<file path="config.mk">
export PLATFORM = sky130hd
export DESIGN_NAME = spi_frame_rx
export DESIGN_NICKNAME = d
export VERILOG_FILES = /design/src/rtl/spi_frame_pkg.sv /design/src/rtl/sync_fifo.sv /design/src/rtl/spi_frame_rx.sv
export SDC_FILE = /design/constraint.sdc
export NUM_CORES = 1
export LEC_CHECK = 0
export BUFFER_PORTS_ARGS = -buffer_cell sky130_fd_sc_hd__buf_2
export CORE_MARGIN = 2
export CORE_UTILIZATION = 40
export DETAILED_ROUTE_END_ITERATION = 10
export PLACE_DENSITY = 0.61
export SKIP_CTS_REPAIR_TIMING = 1
export SLEW_MARGIN = 20
export SYNTH_ARGS = -nofsm -noshare
export SYNTH_HDL_FRONTEND = slang
export SYNTH_SLANG_ARGS = --single-unit
export TNS_END_PERCENT = 20
</file>
<file path="constraint.sdc">
create_clock -name clock -period 2.7 [get_ports clock]
set_input_delay 0.54 -clock clock [delete_from_list [all_inputs] [get_ports clock]]
set_output_delay 0.54 -clock clock [all_outputs]
set_load 0.02 [all_outputs]
</file>
<file path="src/rtl/spi_frame_pkg.sv">
// Shared encodings for the serial frame receiver: FSM states and frame slot values.
package spi_frame_pkg;

  typedef enum logic [1:0] {
    S_START = 2'b00,
    S_DATA  = 2'b01,
    S_STOP  = 2'b10
  } state_e;

  localparam logic START_BIT = 1'b1;
  localparam logic STOP_BIT  = 1'b0;

endpackage

</file>
<file path="src/rtl/sync_fifo.sv">
// Single-clock FIFO with registered storage; a pop frees a full slot for a same-cycle push.
module sync_fifo #(
  parameter int WIDTH = 8,
  parameter int DEPTH = 4
) (
  input  logic                   clk,
  input  logic                   rst_n,
  input  logic                   push_i,
  input  logic [WIDTH-1:0]       wdata_i,
  input  logic                   pop_i,
  output logic [WIDTH-1:0]       rdata_o,
  output logic                   full_o,
  output logic                   empty_o,
  output logic [$clog2(DEPTH):0] fill_o
);

  localparam int AW = $clog2(DEPTH);

  logic [WIDTH-1:0] mem_q [DEPTH];
  logic [AW-1:0]    wr_ptr_q, rd_ptr_q;
  logic [AW:0]      cnt_q;
  logic             do_push, do_pop;

  assign full_o  = (cnt_q == (AW+1)'(DEPTH));
  assign empty_o = (cnt_q == '0);
  assign fill_o  = cnt_q;
  assign rdata_o = mem_q[rd_ptr_q];

  assign do_pop  = pop_i && !empty_o;
  assign do_push = push_i && (!full_o || do_pop);

  // NOTE: storage is reset so the head reads 0 out of reset; fine at this depth,
  // but large FIFOs should leave the array unreset and map onto RAM.
  always_ff @(posedge clk or negedge rst_n) begin
    if (!rst_n) begin
      for (int i = 0; i < DEPTH; i++) mem_q[i] <= '0;
    end else if (do_push) begin
      mem_q[wr_ptr_q] <= wdata_i;
    end
  end

  // NOTE: non-blocking assignments keep every register updating from pre-edge values.
  always_ff @(posedge clk or negedge rst_n) begin
    if (!rst_n) begin
      wr_ptr_q <= '0;
      rd_ptr_q <= '0;
      cnt_q    <= '0;
    end else begin
      if (do_push) wr_ptr_q <= wr_ptr_q + AW'(1);
      if (do_pop)  rd_ptr_q <= rd_ptr_q + AW'(1);
      case ({do_push, do_pop})
        2'b10:   cnt_q <= cnt_q + (AW+1)'(1);
        2'b01:   cnt_q <= cnt_q - (AW+1)'(1);
        default: cnt_q <= cnt_q;
      endcase
    end
  end

endmodule

</file>
<file path="src/rtl/spi_frame_rx.sv">
// Start/data/stop slot decoder that assembles WIDTH-bit words into an output FIFO,
// flagging framing errors, inter-bit timeouts and FIFO overruns.
module spi_frame_rx
  import spi_frame_pkg::*;
#(
  parameter int WIDTH     = 8,
  parameter int DEPTH     = 4,
  parameter int MSB_FIRST = 1,
  parameter int TIMEOUT   = 255
) (
  input  logic                   clock,
  input  logic                   reset,
  input  logic                   SPIin,
  input  logic                   spi_en,
  output logic [WIDTH-1:0]       data_out,
  output logic                   data_valid,
  input  logic                   data_ready,
  output logic                   frame_err,
  output logic                   overrun,
  output logic [$clog2(DEPTH):0] fill
);

  localparam int CW = $clog2(WIDTH + 1);
  localparam int TW = $clog2(TIMEOUT + 1);

  state_e           state_q, state_d;
  logic [CW-1:0]    bit_cnt_q, bit_cnt_d;
  logic [WIDTH-1:0] shift_q, shift_d;
  logic [TW-1:0]    tmo_q, tmo_d;
  logic             frame_err_q, frame_err_d;
  logic             overrun_q, overrun_d;
  logic             word_done, fifo_full, fifo_empty;

  // NOTE: every always_comb output gets a default first so no path infers a latch.
  always_comb begin
    state_d     = state_q;
    bit_cnt_d   = bit_cnt_q;
    shift_d     = shift_q;
    tmo_d       = tmo_q;
    frame_err_d = 1'b0;
    word_done   = 1'b0;
    if (spi_en) begin
      tmo_d = '0;
      unique case (state_q)
        S_START: begin
          if (SPIin == START_BIT) begin
            state_d = S_DATA;
          end else begin
            frame_err_d = 1'b1;
            bit_cnt_d   = '0;
          end
        end
        S_DATA: begin
          shift_d = (MSB_FIRST != 0) ? {shift_q[WIDTH-2:0], SPIin}
                                     : {SPIin, shift_q[WIDTH-1:1]};
          state_d = S_STOP;
        end
        S_STOP: begin
          state_d = S_START;
          if (SPIin != STOP_BIT) begin
            frame_err_d = 1'b1;
            bit_cnt_d   = '0;
          end else if (bit_cnt_q == CW'(WIDTH - 1)) begin
            word_done = 1'b1;
            bit_cnt_d = '0;
          end else begin
            bit_cnt_d = bit_cnt_q + CW'(1);
          end
        end
        default: state_d = S_START;
      endcase
    end else if (bit_cnt_q != '0 || state_q != S_START) begin
      // Idle inside a partial word: abort once TIMEOUT idle clocks accumulate.
      if (tmo_q == TW'(TIMEOUT - 1)) begin
        frame_err_d = 1'b1;
        state_d     = S_START;
        bit_cnt_d   = '0;
        tmo_d       = '0;
      end else begin
        tmo_d = tmo_q + TW'(1);
      end
    end
  end

  // A push into a full FIFO survives only when the head is popped on the same edge.
  assign overrun_d = word_done && fifo_full && !(data_valid && data_ready);

  always_ff @(posedge clock or negedge reset) begin
    if (!reset) begin
      state_q     <= S_START;
      bit_cnt_q   <= '0;
      shift_q     <= '0;
      tmo_q       <= '0;
      frame_err_q <= 1'b0;
      overrun_q   <= 1'b0;
    end else begin
      state_q     <= state_d;
      bit_cnt_q   <= bit_cnt_d;
      shift_q     <= shift_d;
      tmo_q       <= tmo_d;
      frame_err_q <= frame_err_d;
      overrun_q   <= overrun_d;
    end
  end

  sync_fifo #(
    .WIDTH (WIDTH),
    .DEPTH (DEPTH)
  ) u_fifo (
    .clk     (clock),
    .rst_n   (reset),
    .push_i  (word_done),
    .wdata_i (shift_q),
    .pop_i   (data_ready),
    .rdata_o (data_out),
    .full_o  (fifo_full),
    .empty_o (fifo_empty),
    .fill_o  (fill)
  );

  assign data_valid = !fifo_empty;
  assign frame_err  = frame_err_q;
  assign overrun    = overrun_q;

endmodule
</file>
* After elaboration in Yosys (flattened, before gate mapping)
Index checks and enable logic that the tools add are counted.
** Word-level totals
- Register bits :: 63
- Output and inout bits :: 14
- Logic and storage cells :: 86
** Operators by class
- Add/sub/neg operators :: 6
- Magnitude comparators :: 3
- Equal/unequal tests :: 10
- Muxes and demuxes :: 32
- Bitwise logic cells :: 2
- Reductions and logical operators :: 20
** Operators by type and width (count)
- 8-bit two-way mux :: 6
- 32-bit bitwise mux :: 1
- 4-bit two-way mux :: 6
- 8-bit binary-select mux with 2-bit select :: 1
- 8-bit demux with 2-bit select :: 1
- 1-bit two-way mux :: 9
- 8-bit by 1-bit adder with 8-bit output, second input constant :: 1
- 8-bit == test, second input constant :: 1
- 2-bit two-way mux :: 4
- 4-bit one-hot mux with 2 select lines :: 1
- 2-bit nonzero test :: 4
- 3-bit greater-or-equal comparator, second input constant :: 2
- 3-bit != test, second input constant :: 2
- 2-bit inverter with 3-bit output :: 2
- 3-bit one-hot mux with 2 select lines :: 1
- 1-bit logical AND :: 5
- 2-bit by 1-bit adder with 2-bit output, second input constant :: 2
- 4-bit by 1-bit adder with 4-bit output, second input constant :: 1
- 2-bit by 1-bit == test with 1-bit output, second input constant :: 2
- 2-bit == test, second input constant :: 2
- 4-bit by 3-bit == test with 1-bit output, second input constant :: 1
- 2-bit one-hot mux with 2 select lines :: 1
- 4-bit AND reduction :: 1
- 4-bit nonzero test :: 1
- other kinds (12) :: 15

* Depth between registers and ports, before layout
Gate-level depths: netlist of run 1.
- Depth after elaboration :: 8
- Gate-level depth with buffers :: 10
- Gate-level depth less buffers :: 10

* Modules after synthesis
Synthesis of run 1 repeated with hierarchy kept, for this count alone.
** Unflattened totals
- Cell total of the unflattened synthesis :: 233
- Area, all modules :: 3027.9 sq um
** By module, submodules not included
- sync_fifo :: instances 1, cells each 115, area an instance 1801.7 sq um
- spi_frame_rx :: instances 1, cells each 118, area an instance 1226.2 sq um

* Least setup slack after synthesis of run 1
Ideal clock, no wire load.
- Path type :: in2reg
- Start point :: input SPIin
- End point :: register u_fifo.cnt_q[2] (netlist: u_fifo.fill_o[2])
- Data arrival time :: 2.223 ns
- Data required time :: 2.568 ns
- Path slack :: 0.345 ns
- Stages on the path :: 9
- Buffers on the path :: 0
- Path through :: nand4bb_4 > nor4_4 > inv_1 > ha_1 > inv_1 > fa_1 > xor2_1 > nor2_1 > xor2_1
** On the way
- Longest elaborated chain between the ends :: 6
- Elaborated cells on any way between the ends :: 8
- Classes of those cells :: eq/ne: 2; mux: 4; reduce/logical: 2
** Ends and longest elaborated chain
- start: declaration :: RTL line spi_frame_rx.sv:13 : input logic SPIin,
- 1-bit two-way mux * :: RTL line spi_frame_rx.sv:60 : if (SPIin != STOP_BIT) begin
- 1-bit two-way mux * :: RTL line spi_frame_rx.sv:44 : unique case (state_q)
- 1-bit two-way mux * :: RTL line spi_frame_rx.sv:42 : if (spi_en) begin
- 1-bit logical AND * :: RTL line sync_fifo.sv:30 : assign do_push = push_i && (!full_o || do_pop);
- 2-bit by 1-bit == test with 1-bit output / 2-bit == test (equally long branches) :: RTL line sync_fifo.sv:51 : case ({do_push, do_pop})
- 3-bit one-hot mux with 2 select lines / 2-bit nonzero test (equally long branches)
- end signal: assignment :: RTL line sync_fifo.sv:52 : 2'b10: cnt_q <= cnt_q + (AW+1)'(1);
- end signal: assignment :: RTL line sync_fifo.sv:53 : 2'b01: cnt_q <= cnt_q - (AW+1)'(1);
- end signal: assignment :: RTL line sync_fifo.sv:54 : default: cnt_q <= cnt_q;
- end: declaration :: RTL line sync_fifo.sv:21 : logic [AW:0] cnt_q;
Mark *: on every way between the ends. The rest lies on a longest branch, timed or not.
A chain may end at the register's enable or synchronous reset.

* Final worst setup path of run 1
- Start point :: register u_fifo.rd_ptr_q[0]
- End point :: output data_out[5]
** On the way
- Longest elaborated chain between the ends :: 4
** Ends and longest elaborated chain
- start: declaration :: RTL line sync_fifo.sv:20 : logic [AW-1:0] wr_ptr_q, rd_ptr_q;
- start signal: assignment :: RTL line sync_fifo.sv:50 : if (do_pop) rd_ptr_q <= rd_ptr_q + AW'(1);
- 2-bit inverter with 3-bit output (implied by the code) :: RTL line sync_fifo.sv:27 : assign rdata_o = mem_q[rd_ptr_q];
- 8-bit binary-select mux with 2-bit select :: RTL line sync_fifo.sv:27
- 8-bit two-way mux (implied by the code) (2 in a row) :: RTL line sync_fifo.sv:27
- end: declaration :: RTL line spi_frame_rx.sv:15 : output logic [WIDTH-1:0] data_out,
No other way between the ends. The select of a mux whose other input is x is not followed.

==> impl_results.md, run 1 <==
* Outcome: completed
* Final Max Tran Viols at 0
* Area Growth Syn to Fin at 14.8%
* Largest area contributor in the synthesized netlist: dfrtp_1
* Fraction of registers with async set/reset at 100%
* Die Ht at 90.0 um
* Slowest cell on the critical path: dfrtp_1
* Synth Flop Type: dfrtp_1
* Worst-path fanout max at 6
* Reg2Reg Depth at 10
* Worst vdd ir at roughly 420 uV
* Largest net degree at the start of global routing at 64
* Syn_area_per_cell at 13.3 um2
* Die width at 90.0 um
* Clk_skew at approximately 0.0076 ns
* Hold Fails Final Rpt at 0
* Gp weighted congestion at about 0.75
* GRT Util Overall at 14.0%
* Clk root buf: clkbuf_8
* Initial antenna violation count at 0
* Post-Syn Area at roughly 0.003 mm2
* Final TNS setup at 0 ns
* Final worst path period share at 85.9%
* Worst Setup End Kind: output port
* Reg power frac at just under 50%
* RSZ-0062 raised after global routing: no
* Number of top-level pins at 19
* Standard-cell rows at 31
* Top cell type's share of synthesized area at 53.3%
* Place WS at 0.409 ns
* Clock power frac at between 30% and 40%
* Initial core utilization at 41.0%
* CTS buffer count at 9
* Worst slew margin at 66.4%
* Drt initial violations at 90
* Cells after Synth at 222
* Switch share at a little under a third
* CTS tree: yes
* Yosys reg bits at 63
* FF-to-FF Start: u_fifo.fill_o[1]
* Final Critical Period at 2.32 ns
* First-pass GRT wire length at 8800 um
* Clock sink total at 63
* EDFF count, synth at 0
* Gate power share at a little under a fifth
* Setup slack, reg-to-reg at 0.58 ns
* CTS Buffer Depth at 2
* Crit-path max cell delay at 0.53 ns
* Clk Latency, worst-skew pair at 0.34 ns
* DRC viols at 0
* Mean routed wirelength per cell at ~14 um
* Syn_nets at approximately 240
* Hold Path Class: input port to async pin
* Psw at 0.785 mW
* Worst slew pin tran at 0.500 ns
* Core footprint at 0.00721 mm2
* Reg-to-Reg End: u_fifo.fill_o[2]
* Final worst setup slack at 0.382 ns
* Power density over the cells at 754 mW/mm2
* Via-to-Cell Ratio at approximately 5.1
* Buffers added on ports at 18
* Sequential area share after synthesis at 53.3%
* WL final at 5030 um
* Die Footprint at approximately 0.0081 mm2
* Internal at 1.77 mW
* Clk slew on worst S/H paths at 0.07 ns
* Detailed Place HPWL at 3320 um
* Final net count at approximately 270
* Grt total ovfl at 0
* Final setup viols at 0
* Synth warn at 0
* Vias in the first global route at 1804
* Crit path arrival time at 1.78 ns
* Setup Crit Path Kind: flip-flop to output port
* Max Freq at 0.431 GHz
* Layout cells sized above 1 at between 30 and 40%
* Total of max-cap violations at 0
* Max H-tree Level at 3
* N_diodes at 0
* 1st-pass router iterations at 4
* Leak at 1.68 nW
* Top area cells in the synthesized netlist: dfrtp_1 53%, mux2_2 14%, mux4_2 6.1%, ha_1 3.8%, inv_1 1.8%
* Worst setup SP type: flip-flop
* Worst Path Required at 2.16 ns
* CP cell instances: buf_4 > mux4_2 > buf_2
* Synth cell types at 39
* Antenna-violating nets left at 0
* Via count at 1791
layout by cell type, fill, tap and decap left out, drive strengths merged, types with 2 or more instances in the layout:
cell,instances
xor2,5
nor4,2
a31o,2
inv,14
xnor2,4
a21oi,10
nor4b,2
mux2,39
dfrtp,63
nor2,5
or3,5
and2,2
nand2,17
nor3,2
clkinv,3
nand3,4
buf,22
nand4,2
ha,9
mux4,8
clkbuf,11
o21ai,8
layer usage:
| layer | GRT usage (%) | routed length (um) |
|---|---|---|
| met1 | 17.3 | 2240 |
| met2 | 23.0 | 2550 |
| met3 | 5.11 | 203 |
| met4 | 4.23 | 42 |
| met5 | 0 | 0 |
flip-flops by register name, summed over array words and instances, names as in the netlist:
signal	flops
overrun	1
bit_cnt_q	4
u_fifo.rd_ptr_q	2
u_fifo.fill_o	3
tmo_q	8
shift_q	8
u_fifo.wr_ptr_q	2
state_q	2
u_fifo.mem_q	32
frame_err	1
stage by stage:
stage	std cells	instance area [um2]	hold slack [ns]	power, mW	utilization (%)
global route	354	3390	0.228	2.73	47.1
global placement	339	3200	0.480	1.76	44.3
finish	354	3390	0.207	2.56	47.1
floorplan	222	2960	0.244	1.59	-
detailed placement	339	3200	0.485	1.77	44.3
CTS	354	3390	0.206	2.60	47.1
synth_stat cells (all sizes together) (3+ instances only):
cell    number
xnor2        4
xor2         5
or3          5
mux2        39
nor2         5
dfrtp       63
nand3        4
a21oi       10
ha           9
clkbuf       3
o21ai        8
inv         14
nand2       17
mux4         8
layout make-up:
cell class | count | area [um2]
Fill cell | 677 | 3820
Sequential cell | 63 | 1580
Multi-Input combinational cell | 141 | 1310
Clock buffer | 11 | 151
Timing Repair Buffer | 22 | 133
Tap cell | 99 | 124
Inverter | 14 | 52.6
Clock inverter | 4 | 45.0
power groups by stage:
stage | Clock, mW | Combinational [mW] | Sequential [mW]
2_1_floorplan | 0 | 0.380 | 1.21
3_5_place_dp | 0 | 0.493 | 1.28
3_3_place_gp | 0 | 0.482 | 1.27
6_report | 0.820 | 0.484 | 1.25
5_1_grt | 0.891 | 0.551 | 1.29
4_1_cts | 0.850 | 0.494 | 1.26
cell families after synthesis:
family / synth area share (%)
AOI/OAI and AO/OA: 5.76
xor gates and xnor gates: 2.67
adders and majority gates: 4.49
buffers and inverters: 2.29
DFF: 53.3
muxes: 21.3
and+or+nand+nor: 10.2
critical path: cells and delay by family, from the launching register on:
family / cells / cell delay [ns]
buffers and inverters: 2 / 0.41
DFF: 1 / 0.53
muxes: 1 / 0.50
worst max-delay path by stage:
| stage | from | endpoint | slack (ns) | depth (start not counted) |
|---|---|---|---|---|
| after global placement | data_ready | u_fifo.fill_o[2] | 0.47 | 11 |
| final | u_fifo.rd_ptr_q[0] | data_out[5] | 0.38 | 3 |
| after floorplan | SPIin | u_fifo.fill_o[2] | 0.35 | 9 |
| after detailed placement | data_ready | u_fifo.fill_o[2] | 0.41 | 11 |
| after CTS | u_fifo.rd_ptr_q[0] | data_out[5] | 0.34 | 3 |
| after global routing | u_fifo.rd_ptr_q[0] | data_out[3] | 0.26 | 3 |
No activity file was read; power rests on OpenSTA's default activity.
==> inputs of run 2 (changes only) <==
--- a/config.mk
+++ b/config.mk
@@ -9,7 +9,6 @@
 export CORE_MARGIN = 2
 export CORE_UTILIZATION = 40
 export DETAILED_ROUTE_END_ITERATION = 10
-export PLACE_DENSITY = 0.61
 export SKIP_CTS_REPAIR_TIMING = 1
 export SLEW_MARGIN = 20
 export SYNTH_ARGS = -nofsm -noshare
==> constraint.sdc (replaced) <==
create_clock -name clock -period 2.35 [get_ports clock]
set_input_delay 0.47 -clock clock [delete_from_list [all_inputs] [get_ports clock]]
set_output_delay 0.47 -clock clock [all_outputs]
set_load 0.02 [all_outputs]
==> run 2 against run 1 <==
Net effect:
- largest power group unchanged
- die area stayed put
- core utilization is 0.087 points lower
- via count is 1.8% higher
- final cell count is 0.28% higher
- clock power is 9.8% higher
- wire length is 0.30% lower
- final area is 0.18% lower
- total power is 13% higher
- highest routed layer unchanged
- non-clock buffer count stayed put
- flip-flop and latch count stayed put
- sequential power is 14% higher
- global-route usage hardly changed
==> impl_results.md, run 2 (same netlist as run 1, synthesis figures left out) <==
* Outcome: completed
* Reg power frac at roughly half
* GRT met1 Usage at ~18%
* Top flop regs: u_fifo.mem_q: 32 flops, shift_q: 8 flops, tmo_q: 8 flops
* Final Util at around 47%
* Worst Path Required at 1.88 ns
* Detailed Place HPWL at approximately 3400 um
* Most flop-heavy register: u_fifo.mem_q
* Vias in the first global route at between 1500 and 2000
* Switch share at 30.5%
* Standard-cell rows at 31
* DRC viols at 0
* Worst slew margin at a little under three fifths
* 1st-pass router iterations at 4
* CTS buffer count at 9
* Setup slack, reg-to-reg at between 0.2 and 0.25 ns
* Via count at about 1800
* Gate power share at 20.0%
* Clk_skew at 0.00743 ns
* Fillers at 673
* Clk Latency, worst-skew pair at approximately 0.33 ns
* Hold Path Class: input port to async pin
* N_diodes at 0
* Grt total ovfl at 0
* Hold Fails Final Rpt at 0
* Die width at 90.0 um
* Clock sink total at 63
* Mean routed wirelength per cell at 14.1 um
* WL final at 5020 um
* Area Growth Syn to Fin at 14.6%
* Worst Setup End Kind: output port
* Clock power frac at 31.0%
* Setup Crit Path Kind: flip-flop to output port
* Met2 usage at between 20% and 30%
* CTS tree: yes
* Die Ht at ~90 um
* Via-to-Cell Ratio at 5.14
* Final TNS setup at 0 ns
* Gp weighted congestion at 0.779
* Leading cell type in the layout, fill and taps excluded: dfrtp_1
* Leak at 1.68 nW
* Clk slew on worst S/H paths at about 0.07 ns
* Layout cells sized above 1 at between 30% and 40%
* Total chip power at 2.90 mW
* GRT Util Overall at between 10% and 20%
* Antenna-violating nets left at 0
* Most frequent cells in the layout: 63 x dfrtp_1, 38 x mux2_2, 18 x buf_2
* Final Critical Period at 2.12 ns
* First-pass GRT wire length at approximately 8800 um
* CTS Buffer Depth at 2
* Max reg flops at 32
* Final setup viols at 0
* FF/Latch Area at 0.00158 mm2
* Buffers added on ports at 18
* Worst setup SP type: flip-flop
* Worst-path fanout max at 8
* Final Max Tran Viols at 0
* Final worst path period share at 90.3%
* GR met3 Demand/Resource at 5.28%
* Footprint of the multi-input gates at 0.00131 mm2
* Initial antenna violation count at 0
* Worst slew pin tran at roughly 0.64 ns
* Power density over the cells at between 800 and 900 mW/mm2
* Drt initial violations at 96
* Total of max-cap violations at 0
* Clk root buf: clkbuf_8
* GRT busiest layer: met2
* Die Footprint at 0.00810 mm2
* Final net count at approximately 270
* Max H-tree Level at 3
* Max Freq at between 0.4 and 0.5 GHz
* Core footprint at 0.00721 mm2
* Worst vdd ir at 350 uV
* Psw at between 0.8 and 0.9 mW
* Largest net degree at the start of global routing at 38
* Number of top-level pins at 19
* Internal at 2.02 mW
* Crit path arrival time at 1.65 ns
* Initial core utilization at between 40% and 50%
* RSZ-0062 raised after global routing: no
==> run 2: worst max-delay path, cell delays in order, from the launching register on <==
cell	delay (ns)
dfrtp_1	0.38
buf_4	0.23
mux4_2	0.54
buf_2	0.18
==> run 2: final timing paths <==
path,start,to,cells past startpoint
setup / recovery,u_fifo.rd_ptr_q[0],data_out[1],3
hold / removal,reset,u_fifo.mem_q[23],1
setup reg to reg,u_fifo.fill_o[1],u_fifo.fill_o[2],10
hold reg to reg,u_fifo.rd_ptr_q[0],u_fifo.rd_ptr_q[0],1
max in group asynchronous,reset,u_fifo.mem_q[26],2
min in group clock,spi_en,tmo_q[1],2
==> run 2: layout make-up <==
cell class / count / share of cell area (%)
repair buffers: 22 / 3.91
flip-flops and latches: 63 / 46.5
well taps: 99 / 3.66
clock buffers: 12 / 4.28
multi-input cells: 141 / 38.7
clock inverters: 4 / 1.33
inverters: 14 / 1.55
==> run 2: stage by stage <==
step / instances / worst slack, ns / instance area (um2) / hold WS (ns)
CTS: 355 / 0.196 / 3390 / 0.164
floorplan: 222 / 0.0225 / 2960 / 0.174
detailed placement: 339 / 0.136 / 3200 / 0.481
global placement: 339 / 0.160 / 3200 / 0.479
finish: 355 / 0.227 / 3390 / 0.152
global route: 355 / 0.0567 / 3390 / 0.196
==> run 2: per-layer routing <==
| metal | share of wire, % | routed length [um] | vias up |
|---|---|---|---|
| li1 | - | - | 861 |
| met1 | 46 | 2290 | 915 |
| met2 | 49 | 2450 | 39 |
| met3 | 4.0 | 199 | 8 |
| met4 | 1.6 | 79 | 0 |
| met5 | 0 | 0 | - |
==> run 2: power groups by stage <==
stage	sequential, mW	clock (mW)	combinational (mW)
4_1_cts	1.42	0.940	0.593
5_1_grt	1.45	0.991	0.655
3_5_place_dp	1.44	0	0.591
2_1_floorplan	1.39	0	0.437
3_3_place_gp	1.44	0	0.576
6_report	1.42	0.900	0.580
